[config.mk]
export PLATFORM = sky130hd
export DESIGN_NAME = skinny_superbox32_domd_pipelined
export DESIGN_NICKNAME = d
export VERILOG_FILES = /design/src/rtl/skinny_dom_pkg.sv /design/src/rtl/skinny_sbox8_domd.sv /design/src/rtl/skinny_superbox32_domd_pipelined.sv
export SDC_FILE = /design/constraint.sdc
export NUM_CORES = 1
export LEC_CHECK = 0
export CAP_MARGIN = 10
export CORE_MARGIN = 1.5
export CORE_UTILIZATION = 50
export CTS_BUF_LIST = sky130_fd_sc_hd__clkbuf_4
export CTS_CLUSTER_DIAMETER = 150
export CTS_CLUSTER_SIZE = 12
export DETAILED_ROUTE_END_ITERATION = 16
export PLACE_DENSITY = 0.74
export SLEW_MARGIN = 20
export SYNTH_ARGS = -nofsm -noshare
export SYNTH_HDL_FRONTEND = slang
export SYNTH_SLANG_ARGS = --single-unit
[constraint.sdc]
create_clock -name clk -period 1.8 [get_ports clk]
set_input_delay 0.18 -clock clk [delete_from_list [all_inputs] [get_ports clk]]
set_output_delay 0.18 -clock clk [all_outputs]
set_load 0.1 [all_outputs]
[src/rtl/skinny_dom_pkg.sv]
// Shared constants and linear helpers for the DOM-masked SKINNY-128 super-box.
package skinny_dom_pkg;

  localparam int SHARES_DEFAULT = 2;
  localparam int LAT            = 5;

  function automatic int rw_bits(input int shares);
    return 16 * shares * (shares - 1);
  endfunction

  // Index of the unordered share pair {a,b} (a != b) within one gate's random slice.
  function automatic int pair_index(input int shares, input int a, input int b);
    int lo;
    int hi;
    lo = (a < b) ? a : b;
    hi = (a < b) ? b : a;
    return lo * shares - (lo * (lo + 1)) / 2 + (hi - lo - 1);
  endfunction

  // MixColumns on one 32-bit column share, a3..a0 = bytes [31:24]..[7:0].
  function automatic logic [31:0] mc_col(input logic [31:0] a);
    return {a[7:0] ^ a[31:24] ^ a[15:8], a[31:24], a[23:16] ^ a[15:8], a[31:24] ^ a[15:8]};
  endfunction

  // Bit permutation applied between the S-box nonlinear layers.
  function automatic logic [7:0] sbox_perm(input logic [7:0] y);
    return {y[2], y[1], y[7], y[6], y[4], y[0], y[3], y[5]};
  endfunction

  // Final S-box bit swap (bits 1 and 2) replacing the fourth permutation.
  function automatic logic [7:0] sbox_swap(input logic [7:0] y);
    return {y[7:3], y[1], y[2], y[0]};
  endfunction

endpackage

[src/rtl/skinny_sbox8_domd.sv]
// Four-stage DOM-indep masked SKINNY-128 S-box; works on the complemented state so
// each layer is two AND-XOR gates, with the complement applied to share 0 only.
module skinny_sbox8_domd
  import skinny_dom_pkg::*;
#(
  parameter int SHARES = SHARES_DEFAULT
) (
  input  logic                            clk,
  input  logic                            rst_n,
  input  logic                            en,
  input  logic [8*SHARES-1:0]             x,
  input  logic [4*SHARES*(SHARES-1)-1:0]  r,
  output logic [8*SHARES-1:0]             y
);

  localparam int P  = SHARES * (SHARES - 1) / 2;
  localparam int RL = 2 * P;

  for (genvar gi = 0; gi < 4; gi++) begin : g_layer
    logic [7:0]        lin  [SHARES];
    logic [7:0]        st_d [SHARES];
    logic [7:0]        st_q [SHARES];
    logic [SHARES-1:0] cr_d [2][SHARES];
    logic [SHARES-1:0] cr_q [2][SHARES];
    logic [7:0]        cmp  [SHARES];
    logic [RL-1:0]     rl;

    assign rl = r[RL*gi +: RL];

    if (gi == 0) begin : g_in
      always_comb begin
        for (int s = 0; s < SHARES; s++)
          lin[s] = x[8*s +: 8] ^ ((s == 0) ? 8'hFF : 8'h00);
      end
    end else begin : g_mid
      always_comb begin
        for (int s = 0; s < SHARES; s++)
          lin[s] = sbox_perm(g_layer[gi-1].cmp[s]);
      end
    end

    // Inner-domain products fold into the state register; cross-domain terms are
    // blinded with the pair's fresh bit and kept in separate registers until compression.
    always_comb begin
      for (int s = 0; s < SHARES; s++) begin
        st_d[s]    = lin[s];
        st_d[s][0] = lin[s][0] ^ (lin[s][2] & lin[s][3]);
        st_d[s][4] = lin[s][4] ^ (lin[s][6] & lin[s][7]);
        for (int g = 0; g < 2; g++) begin
          cr_d[g][s] = '0;
          for (int t = 0; t < SHARES; t++) begin
            if (t != s)
              cr_d[g][s][t] = (lin[s][4*g+2] & lin[t][4*g+3]) ^ rl[g*P + pair_index(SHARES, s, t)];
          end
        end
      end
    end

    always_ff @(posedge clk or negedge rst_n) begin
      if (!rst_n) begin
        for (int s = 0; s < SHARES; s++) begin
          st_q[s]    <= '0;
          cr_q[0][s] <= '0;
          cr_q[1][s] <= '0;
        end
      end else if (en) begin
        for (int s = 0; s < SHARES; s++) begin
          st_q[s]    <= st_d[s];
          cr_q[0][s] <= cr_d[0][s];
          cr_q[1][s] <= cr_d[1][s];
        end
      end
    end

    always_comb begin
      for (int s = 0; s < SHARES; s++) begin
        cmp[s]    = st_q[s];
        cmp[s][0] = st_q[s][0] ^ (^cr_q[0][s]);
        cmp[s][4] = st_q[s][4] ^ (^cr_q[1][s]);
      end
    end
  end

  always_comb begin
    y = '0;
    for (int s = 0; s < SHARES; s++)
      y[8*s +: 8] = sbox_swap(g_layer[3].cmp[s]) ^ ((s == 0) ? 8'hFF : 8'h00);
  end

endmodule

[src/rtl/skinny_superbox32_domd_pipelined.sv]
// Masked SKINNY-128 column super-box: SB (4 DOM stages), AK on the top half, MC,
// then a share-wise output register. One beat per cycle with a global stall enable.
module skinny_superbox32_domd_pipelined
  import skinny_dom_pkg::*;
#(
  parameter  int SHARES = SHARES_DEFAULT,
  parameter  int TAGW   = 4,
  localparam int RW     = rw_bits(SHARES)
) (
  input  logic                   clk,
  input  logic                   rst_n,
  input  logic                   in_valid,
  output logic                   in_ready,
  input  logic [32*SHARES-1:0]   si,
  input  logic [16*SHARES-1:0]   k,
  input  logic [RW-1:0]          r,
  input  logic [TAGW-1:0]        in_tag,
  output logic                   out_valid,
  input  logic                   out_ready,
  output logic [32*SHARES-1:0]   so,
  output logic [TAGW-1:0]        out_tag,
  output logic                   busy
);

  logic                 en;
  logic [3:0]           vld_q;
  logic [16*SHARES-1:0] key_q [4];
  logic [TAGW-1:0]      tag_q [4];
  logic [32*SHARES-1:0] sb;
  logic [32*SHARES-1:0] mc;

  assign in_ready = !(out_valid && !out_ready);
  assign en       = in_ready;
  assign busy     = (|vld_q) | out_valid;

  for (genvar gi = 0; gi < 4; gi++) begin : g_sbox
    logic [8*SHARES-1:0] bx;
    logic [8*SHARES-1:0] by;

    for (genvar gs = 0; gs < SHARES; gs++) begin : g_sh
      assign bx[8*gs +: 8]          = si[32*gs + 8*gi +: 8];
      assign sb[32*gs + 8*gi +: 8]  = by[8*gs +: 8];
    end

    skinny_sbox8_domd #(.SHARES(SHARES)) u_sbox (
      .clk   (clk),
      .rst_n (rst_n),
      .en    (en),
      .x     (bx),
      .r     (r[RW/4*gi +: RW/4]),
      .y     (by)
    );
  end

  // AK and MC are linear, so they run share by share with the key share of the same index.
  always_comb begin
    mc = '0;
    for (int s = 0; s < SHARES; s++)
      mc[32*s +: 32] = mc_col(sb[32*s +: 32] ^ {key_q[3][16*s +: 16], 16'h0000});
  end

  always_ff @(posedge clk or negedge rst_n) begin
    if (!rst_n) begin
      vld_q     <= '0;
      out_valid <= 1'b0;
      so        <= '0;
      out_tag   <= '0;
      for (int i = 0; i < 4; i++) begin
        key_q[i] <= '0;
        tag_q[i] <= '0;
      end
    end else if (en) begin
      vld_q    <= {vld_q[2:0], in_valid};
      key_q[0] <= k;
      tag_q[0] <= in_tag;
      for (int i = 1; i < 4; i++) begin
        key_q[i] <= key_q[i-1];
        tag_q[i] <= tag_q[i-1];
      end
      out_valid <= vld_q[3];
      so        <= mc;
      out_tag   <= tag_q[3];
    end
  end

endmodule

## Word-level counts from Yosys, hierarchy flattened

Index checks and enable logic that the tools add are counted.

| storage, ports and cells | value |
|---|---|
| register bits after elaboration | 537 |
| latch bits | 0 |
| RAM bits | 0 |
| memory bits (read-only) | 0 |
| output and inout port bits | 71 |
| logic and storage cells | 515 |
| memories kept | 0 |

| operators by class | value |
|---|---|
| add/sub/neg operators | 0 |
| multipliers | 0 |
| div/mod/pow operators | 0 |
| magnitude comparators | 0 |
| equality and inequality tests | 0 |
| shifts and indexed selects | 0 |
| mux-type cells | 0 |
| bitwise gates (word level) | 339 |
| reductions and logical operators | 68 |

Operators by type and width:

| cell | number |
|---|---|
| XOR 1 bit | 192 |
| bitwise AND 1 bit | 128 |
| parity 2 bit | 64 |
| inverter 8 bit | 8 |
| XOR 32 bit | 2 |
| XOR 8 bit | 8 |
| OR reduction 4 bit | 1 |
| logical NOT 1 bit | 2 |
| logical AND 1 bit | 1 |
| OR 1 bit | 1 |

## Longest topological paths before layout

Gate-level depths: netlist of run 1.

| depth | value |
|---|---|
| depth after elaboration | 6 |
| depth in mapped cells | 9 |
| depth with buffers taken out | 4 |

## Hierarchy

Synthesis of run 1 repeated with hierarchy kept, for this count alone.

| unflattened totals | value |
|---|---|
| cell total of the unflattened synthesis | 2197 |
| area total of the unflattened synthesis | 23105.9 µm² |

By module, submodules not included:

| module | instances | cells an instance | area an instance (µm²) | sequential area each (µm²) |
|---|---|---|---|---|
| skinny_sbox8_domd | 4 | 320 | 3497.1 | 2001.9 |
| skinny_superbox32_domd_pipelined | 1 | 917 | 9117.5 | 5430.2 |

## Least setup slack after synthesis of run 1

No wires, ideal clock.

| path | value |
|---|---|
| kind | register to register |
| start | register out_valid |
| end | register so[10] |
| arrival time | 1989 ps |
| required time | 1674 ps |
| path slack | -315 ps |
| stages on the path, launching flop included | 8 |
| clock period less this slack | 2115 ps |
| cells stage by stage | dfrtp_1 nor2b_1 buf_2 buf_6 inv_2 buf_6 buf_6 mux2_4 |

| between the ends | value |
|---|---|
| word-level cells in the longest chain between the ends | 1 |

RTL lines:

| element | line | RTL |
|---|---|---|
| from (decl) | skinny_superbox32_domd_pipelined.sv:18 | `output logic out_valid,` |
| from (signal assigned) | skinny_superbox32_domd_pipelined.sv:80 | `out_valid <= vld_q[3];` |
| logical AND 1 bit | skinny_superbox32_domd_pipelined.sv:32 | `assign in_ready = !(out_valid && !out_ready);` |
| to (signal assigned) | skinny_superbox32_domd_pipelined.sv:81 | `so <= mc;` |
| to (decl) | skinny_superbox32_domd_pipelined.sv:20 | `output logic [32*SHARES-1:0] so,` |

No other way between the ends.
A chain may end at the register's enable or synchronous reset.

## Worst setup path after layout of run 1

| path | value |
|---|---|
| start | register out_valid |
| end | output in_ready |

| between the ends | value |
|---|---|
| word-level cells in the longest chain between the ends | 2 |

RTL lines:

| element | line | RTL |
|---|---|---|
| logical AND 1 bit | skinny_superbox32_domd_pipelined.sv:32 |  |
| logical NOT 1 bit | skinny_superbox32_domd_pipelined.sv:32 |  |
| to (decl) | skinny_superbox32_domd_pipelined.sv:13 | `output logic in_ready,` |

No other way between the ends.

==> results of run 1 <==
## sequential cells by signal, indices dropped and copies added, names as in the netlist
| signal | flops |
|---|---|
| g_sbox.u_sbox.g_layer.cmp | 168 |
| key_q | 128 |
| g_sbox.u_sbox.g_layer.cr_q | 64 |
| g_sbox.u_sbox.g_layer.st_q | 64 |
| so | 64 |
| g_sbox.u_sbox.y | 24 |
| tag_q | 16 |
| out_tag | 4 |
| vld_q | 4 |
| out_valid | 1 |
## worst max path at each step
| stage | startpoint | end | slack (ns) | cells after the start |
|---|---|---|---|---|
| 2_1_floorplan | out_valid | so[10] | 0.006 | 7 |
| 3_3_place_gp | out_ready | so[24] | 0.11 | 5 |
| 4_1_cts | out_valid | in_ready | -0.33 | 4 |
| 6_report | out_valid | in_ready | -0.23 | 4 |
| 5_1_grt | out_valid | in_ready | -0.32 | 4 |
| 3_5_place_dp | out_ready | g_sbox[2].u_sbox.g_layer[3].st_q[12] | 0.07 | 4 |
## critical path, delay by kind of cell (launching register included)
| kind | cells | cell delay (ns) |
|---|---|---|
| AND/OR/NAND/NOR | 1 | 0.22 |
| flip-flops | 1 | 0.46 |
| buffers and inverters | 3 | 0.36 |
## where the power goes
group / leakage [nW] / switching, mW / total, mW / internal (mW)
Sequential: 6.38 / 4.43 / 22.2 / 17.7
Combinational: 6.34 / 16.1 / 26.6 / 10.5
Clock: 0.247 / 3.65 / 4.99 / 1.33
## stage by stage
stage | utilization | instance area (um2)
2_1_floorplan | - | 22900
5_1_grt | 0.606 | 27500
3_5_place_dp | 0.567 | 25700
6_report | 0.606 | 27500
4_1_cts | 0.605 | 27400
3_3_place_gp | 0.567 | 25700
## Yosys cell counts (all sizes together), types with 13 or more instances
library cell	number	share of area
a21oi	92	0.020
a31oi	48	0.013
buf	105	0.031
clkbuf	13	0.0021
dfrtp	537	0.59
mux2	13	0.0085
nand2	982	0.16
nor2	155	0.025
nor2b	17	0.0047
o21ai	157	0.034
or3	48	0.013
xnor2	115	0.045
xnor3	24	0.024
xor2	77	0.029
## timing repair
action | in CTS | in global routing
endpoints found under the hold margin | 657 | 0
endpoints found under the setup margin | 23 | 11
gates resized for setup | 35 | 8
hold buffers | 112 | 0
setup buffers | 4 | 1
cloned | 1 | 0
## kinds of logic after synthesis
family / share of synthesized area
simple gates: 0.205
flops: 0.588
compound gates: 0.0676
xor+xnor: 0.0980
buf+inv: 0.0332
mux: 0.00854
## final cells by class
class                   instances  area [um2]
repair buffers                392        4160
multi-input cells            1730        8670
inverters                       1        11.3
well taps                     600         751
fillers                      3806       17800
flip-flops and latches        537       13500
clock buffers                  52         390
clock inverters                 2        8.76
diodes                          4        10.0
## routing by layer
metal,up-vias,track usage,wire (um)
li1,8222,-,-
met1,8235,0.321,23400
met2,378,0.384,25600
met3,90,0.0369,2720
met4,0,0.0637,1260
met5,-,0,0
==> summary.md, run 1 <==
| Metric | Value |
|---|---|
| Sequential fraction of the synthesis area | 0.588 |
| Startpoint types | register |
| Placed cell count | between 3000 and 4000 |
| Maximum root-to-sink buffer count | 3 |
| Final wirelength | between 50000 and 60000 um |
| # DRC | 0 |
| Hold WC Path Type | in2reg |
| Pre-CTS setup slack | approximately 0.073 ns |
| Cell Area, Synth | around 23000 um2 |
| CTS tree | done |
| Clock Latency Late Sink | between 0.8 and 0.9 ns |
| Die area | around 47000 um2 |
| Reg2reg setup slack | around 0.030 ns |
| DRT Pass-1 Iters | 5 |
| Initial Utilization | 0.505 |
| GRT overflow | 0 |
| CP arrival | around 1.9 ns |
| Hold path endpoint | key_q[104] |
| Clk root buf | clkbuf_4 |
| YS warnings | 0 |
| Slowest CP cell | dfrtp_4 |
| R2R Path Start | out_valid |
| Hold path cells | 3 |
| DR vias | between 15000 and 20000 |
| Mapped Cells | 2386 |
| DP HPWL | about 37000 um |
| Yosys cell types | 21 |
| Syn_nets | between 2000 and 3000 |
| CP Cell Sequence | nor2b_4 > inv_8 > buf_16 > buf_16 |
| Vias in the first global route | about 17000 |
| Relative slew slack | 0.628 |
| GRT Util Overall | 0.233 |
| Setup TNS | -0.544 ns |
| Max-slew violations | 0 |
| Leakage | between 10 and 15 nW |
| I/O Buffers | slightly above 200 |
| Crit path required time | approximately 1.6 ns |
| Min Hold Slack | 0.0509 ns |
| Area of the core | 45300 um2 |
| Cell row count | 78 |
| Final Critical Period | between 2 and 2.5 ns |
| Min-delay src | k[8] |
| Fmax | slightly below 500 MHz |
| Failing checks | setup timing |
| First-pass GRT wire length | slightly below 90000 um |
| Vias/cell | slightly above 5 |
| PwrDens | slightly below 2000 nW/um2 |
| Worst-path fanout max | 3 |
| WL/cell | approximately 16 um |
| H-tree Lvls | 2 |
| Peak per-stage delay on the critical path | ~0.46 ns |
| EDFF count, synth | 0 |
| Die Width | ~220 um |
| Overall power | about 54 mW |
| Outcome | finished with violations |
| Boundary Pins | approximately 210 |
| # setup viols final | 3 |
| Worst setup path class | reg2out |
| R2R depth | 7 |
| Sink Count | about 540 |
| Slew @ Worst Pin | approximately 0.55 ns |
| Post-route ant nets | 0 |
| Avg Cell Area, Syn | 9.58 um2 |
| Crit-path most repeated cell | buf_16 |
| RSZ-0062 raised after global routing | true |
| Die H | ~220 um |
| Critical path endpoint category | primary output |
| Fin cells | about 3300 |
| Placer Congestion | approximately 0.86 |
| Clock Skew | 0.0520 ns |
| Worst Slack Setup Final | -0.232 ns |
| Seq cells post-synth | approximately 540 |
| Most common cell after layout, fill and taps aside | nand2_1 |
| Final Hold Vio Count | 0 |
| Initial antenna violation count | 3 |
| Initial DRC count | between 1000 and 1500 |
| Worst R2R End | g_sbox[1].u_sbox.g_layer[0].cmp[10] |
| Area Overhead vs Synth | 20.1% |
| Maxcap violations | 0 |
| Commonest cells after routing, fill and taps aside | nand2_1 (982), dfrtp_1 (529), o21ai_0 (157) |
| Async SR Flop Fraction | 1.00 |
| Share of cells above drive strength 1 | 0.0840 |
| Pin count of the biggest net entering global routing | 128 |
| Max VDD drop | roughly 2.5 mV |
| CTS buffer count | 50 |
| Nets | 2848 |
| Clock transition at the registers of the reported paths | 0.12 ns |
| Final cycle utilization of the critical path | 1.13 |
| Ys flop type | dfrtp_1 |
No activity file was read; power rests on OpenSTA's default activity.
==> run 2, diff against run 1 <==
==> constraint.sdc (replaced) <==
create_clock -name clk -period 1.8 [get_ports clk]
set_input_delay 0.18 -clock clk [delete_from_list [all_inputs] [get_ports clk]]
set_output_delay 0.18 -clock clk [all_outputs]
set_load 0.01 [all_outputs]
==> summary.md, run 2 (same netlist as run 1, synthesis figures left out) <==
| Metric | Value |
|---|---|
| Outcome | finished with violations (unchanged) |
| Failing checks | setup timing (unchanged) |
| Min Hold Slack | 0.0591 ns (was 0.0509 ns) |
| GRT overflow | 0 (unchanged) |
| CP Cell Sequence | buf_6 > nor2b_4 > inv_8 > buf_6 (was nor2b_4 > inv_8 > buf_16 > buf_16) |
| DR vias | 17000 (was 16900) |
| Clock Skew | 0.0383 ns (was 0.0520 ns) |
| Met2 usage in global routing | 0.370 (was 0.384) |
| Boundary Pins | 207 (unchanged) |
| Number of fill cells | 3780 (was 3806) |
| Die H | 217 um (unchanged) |
| Die Width | 217 um (unchanged) |
| GRT Util Overall | 0.228 (was 0.233) |
| DRT Pass-1 Iters | 5 (unchanged) |
| Clock transition at the registers of the reported paths | 0.12 ns (about the same) |
| Final cycle utilization of the critical path | 1.09 (was 1.13) |
| Share of cells above drive strength 1 | 0.0583 (was 0.0840) |
| DP HPWL | 36200 um (was 36900 um) |
| Startpoint types | register (unchanged) |
| Hold WC Path Type | in2reg (unchanged) |
| First-pass GRT wire length | 86100 um (was 86800 um) |
| Most common cell after layout, fill and taps aside | nand2_1 (unchanged) |
| RSZ-0062 raised after global routing | true (unchanged) |
| Final Critical Period | 1.96 ns (was 2.03 ns) |
| Pin count of the biggest net entering global routing | 101 (was 128) |
| Slew @ Worst Pin | 0.603 ns (was 0.553 ns) |
| Max-slew violations | 0 (unchanged) |
| CTS tree | done (unchanged) |
| Placer Congestion | 0.842 (was 0.858) |
| PwrDens | 1740 nW/um2 (was 1960 nW/um2) |
| Final Hold Vio Count | 0 (unchanged) |
| Relative slew slack | 0.595 (was 0.628) |
| Slowest CP cell | dfrtp_1 (was dfrtp_4) |
| Clock Latency Late Sink | 0.81 ns (was 0.83 ns) |
| Commonest cells after routing, fill and taps aside | nand2_1 (982), dfrtp_1 (535), o21ai_0 (157) (was nand2_1 (982), dfrtp_1 (529), o21ai_0 (157)) |
| Fmax | 510 MHz (was 492 MHz) |
| Crit path required time | 1.62 ns (about the same) |
| WL/cell | 16.2 um (was 16.0 um) |
| Initial Utilization | 0.505 (unchanged) |
| Post-route ant nets | 0 (unchanged) |
| Initial antenna violation count | 3 (unchanged) |
| Global Route met3 Usage | 0.0298 (was 0.0369) |
| Final wirelength | 53600 um (was 53000 um) |
| Die area | 47000 um2 (unchanged) |
| Cell row count | 78 (unchanged) |
| Max FFs per register | 168 (unchanged) |
| GRT busiest layer | met2 (unchanged) |
| Vias/cell | 5.14 (was 5.10) |
| Crit-path most repeated cell | buf_6 (was buf_16) |
| Worst Slack Setup Final | -0.162 ns (was -0.232 ns) |
| Critical path endpoint category | primary output (unchanged) |
| Leakage | 13.0 nW (about the same) |
| Initial DRC count | 1110 (was 1373) |
| Overall power | 47.9 mW (was 53.8 mW) |
| Maxcap violations | 0 (unchanged) |
| Area of the core | 45300 um2 (unchanged) |
| # DRC | 0 (unchanged) |
| Vias in the first global route | 16700 (about the same) |
| Worst-path fanout max | 2 (was 3) |
| Worst setup path class | reg2out (unchanged) |
| CTS buffer count | 50 (unchanged) |
| Max VDD drop | 0.804 mV (was 2.55 mV) |
| Sink Count | 537 (unchanged) |
| # setup viols final | 90 (was 3) |
| Maximum root-to-sink buffer count | 3 (unchanged) |
| M1 GR Usage | 0.324 (was 0.321) |
| CP arrival | 1.78 ns (was 1.85 ns) |
| Clk root buf | clkbuf_4 (unchanged) |
| Area Overhead vs Synth | 20.1% (about the same) |
| I/O Buffers | 206 (unchanged) |
| H-tree Lvls | 2 (unchanged) |
| Peak per-stage delay on the critical path | 0.42 ns (was 0.46 ns) |
| Nets | 2845 (was 2848) |
-- run 2: changes by cell type in the layout (fill, tap and decap cells not counted), moves of 4 or more --
cell	before	now
clkbuf_16	0	6
dlygate4sd3_1	111	105
dfrtp_2	7	2
dlygate4sd2_1	0	58
buf_12	33	18
buf_4	85	40
clkdlybuf4s15_1	0	10
dfrtp_1	529	535
buf_6	19	5
buf_16	2	9
buf_8	7	3
-- run 2: cell type report --
class                   instances  area, um2  share of cell area
well taps                     600        751              0.0273
diodes                          3       7.51            0.000273
clock buffers                  53        398              0.0145
repair buffers                389       4170               0.152
clock inverters                 1       5.00            0.000182
multi-input cells            1730       8690               0.316
flip-flops and latches        537      13400               0.489
inverters                       1       11.3            0.000410
-- run 2: where the power goes --
group / internal, mW / switching, mW / total [mW]
Clock: 1.35 / 3.68 / 5.03
Sequential: 17.7 / 4.31 / 22.0
Combinational: 10.1 / 10.7 / 20.8
-- run 2: timing repair --
action	CTS	global route
setup buffers	11	0
cloned	0	6
gates resized for setup	94	19
endpoints found under the setup margin	71	212
hold endpoints to repair	650	0
pin swaps	2	2
hold buffers	106	0
-- run 2: worst paths after layout --
check / start / end / slack, ns / cells past startpoint
hold reg to reg: key_q[95] / key_q[63] / 0.46 / 2
min in group asynchronous: rst_n / g_sbox[3].u_sbox.g_layer[0].cr_q[3] / 0.50 / 4
max in group asynchronous: rst_n / g_sbox[2].u_sbox.g_layer[2].st_q[4] / 0.74 / 4
setup reg to reg: out_valid / g_sbox[0].u_sbox.g_layer[0].cmp[13] / -0.11 / 8
hold / removal: si[4] / g_sbox[0].u_sbox.g_layer[0].st_q[12] / 0.06 / 3
setup / recovery: out_valid / in_ready / -0.16 / 4
-- run 2: layer usage --
| layer | vias to the layer above | wire length, um |
|---|---|---|
| li1 | 8221 | - |
| met1 | 8321 | 24200 |
| met2 | 400 | 25600 |
| met3 | 82 | 2580 |
| met4 | 0 | 1210 |
| met5 | - | 0 |
-- run 2: per-stage QoR --
step | std cells | setup TNS, ns | utilization | cell area (um2) | setup slack [ns]
after floorplan | 2386 | 0 | - | 22900 | 0.240
after global placement | 3135 | 0 | 0.568 | 25700 | 0.0267
after detailed placement | 3135 | -0.0895 | 0.568 | 25700 | -0.0133
after CTS | 3306 | -0.568 | 0.601 | 27200 | -0.220
after global routing | 3314 | -17.30 | 0.606 | 27500 | -0.263
final | 3314 | -3.99 | 0.606 | 27500 | -0.162
-- run 2: worst max-delay path: cells and delay by family (launching register included) --
kind          cells  cell delay (ns)
simple gates      1             0.25
buf+inv           3             0.32
flops             1             0.42
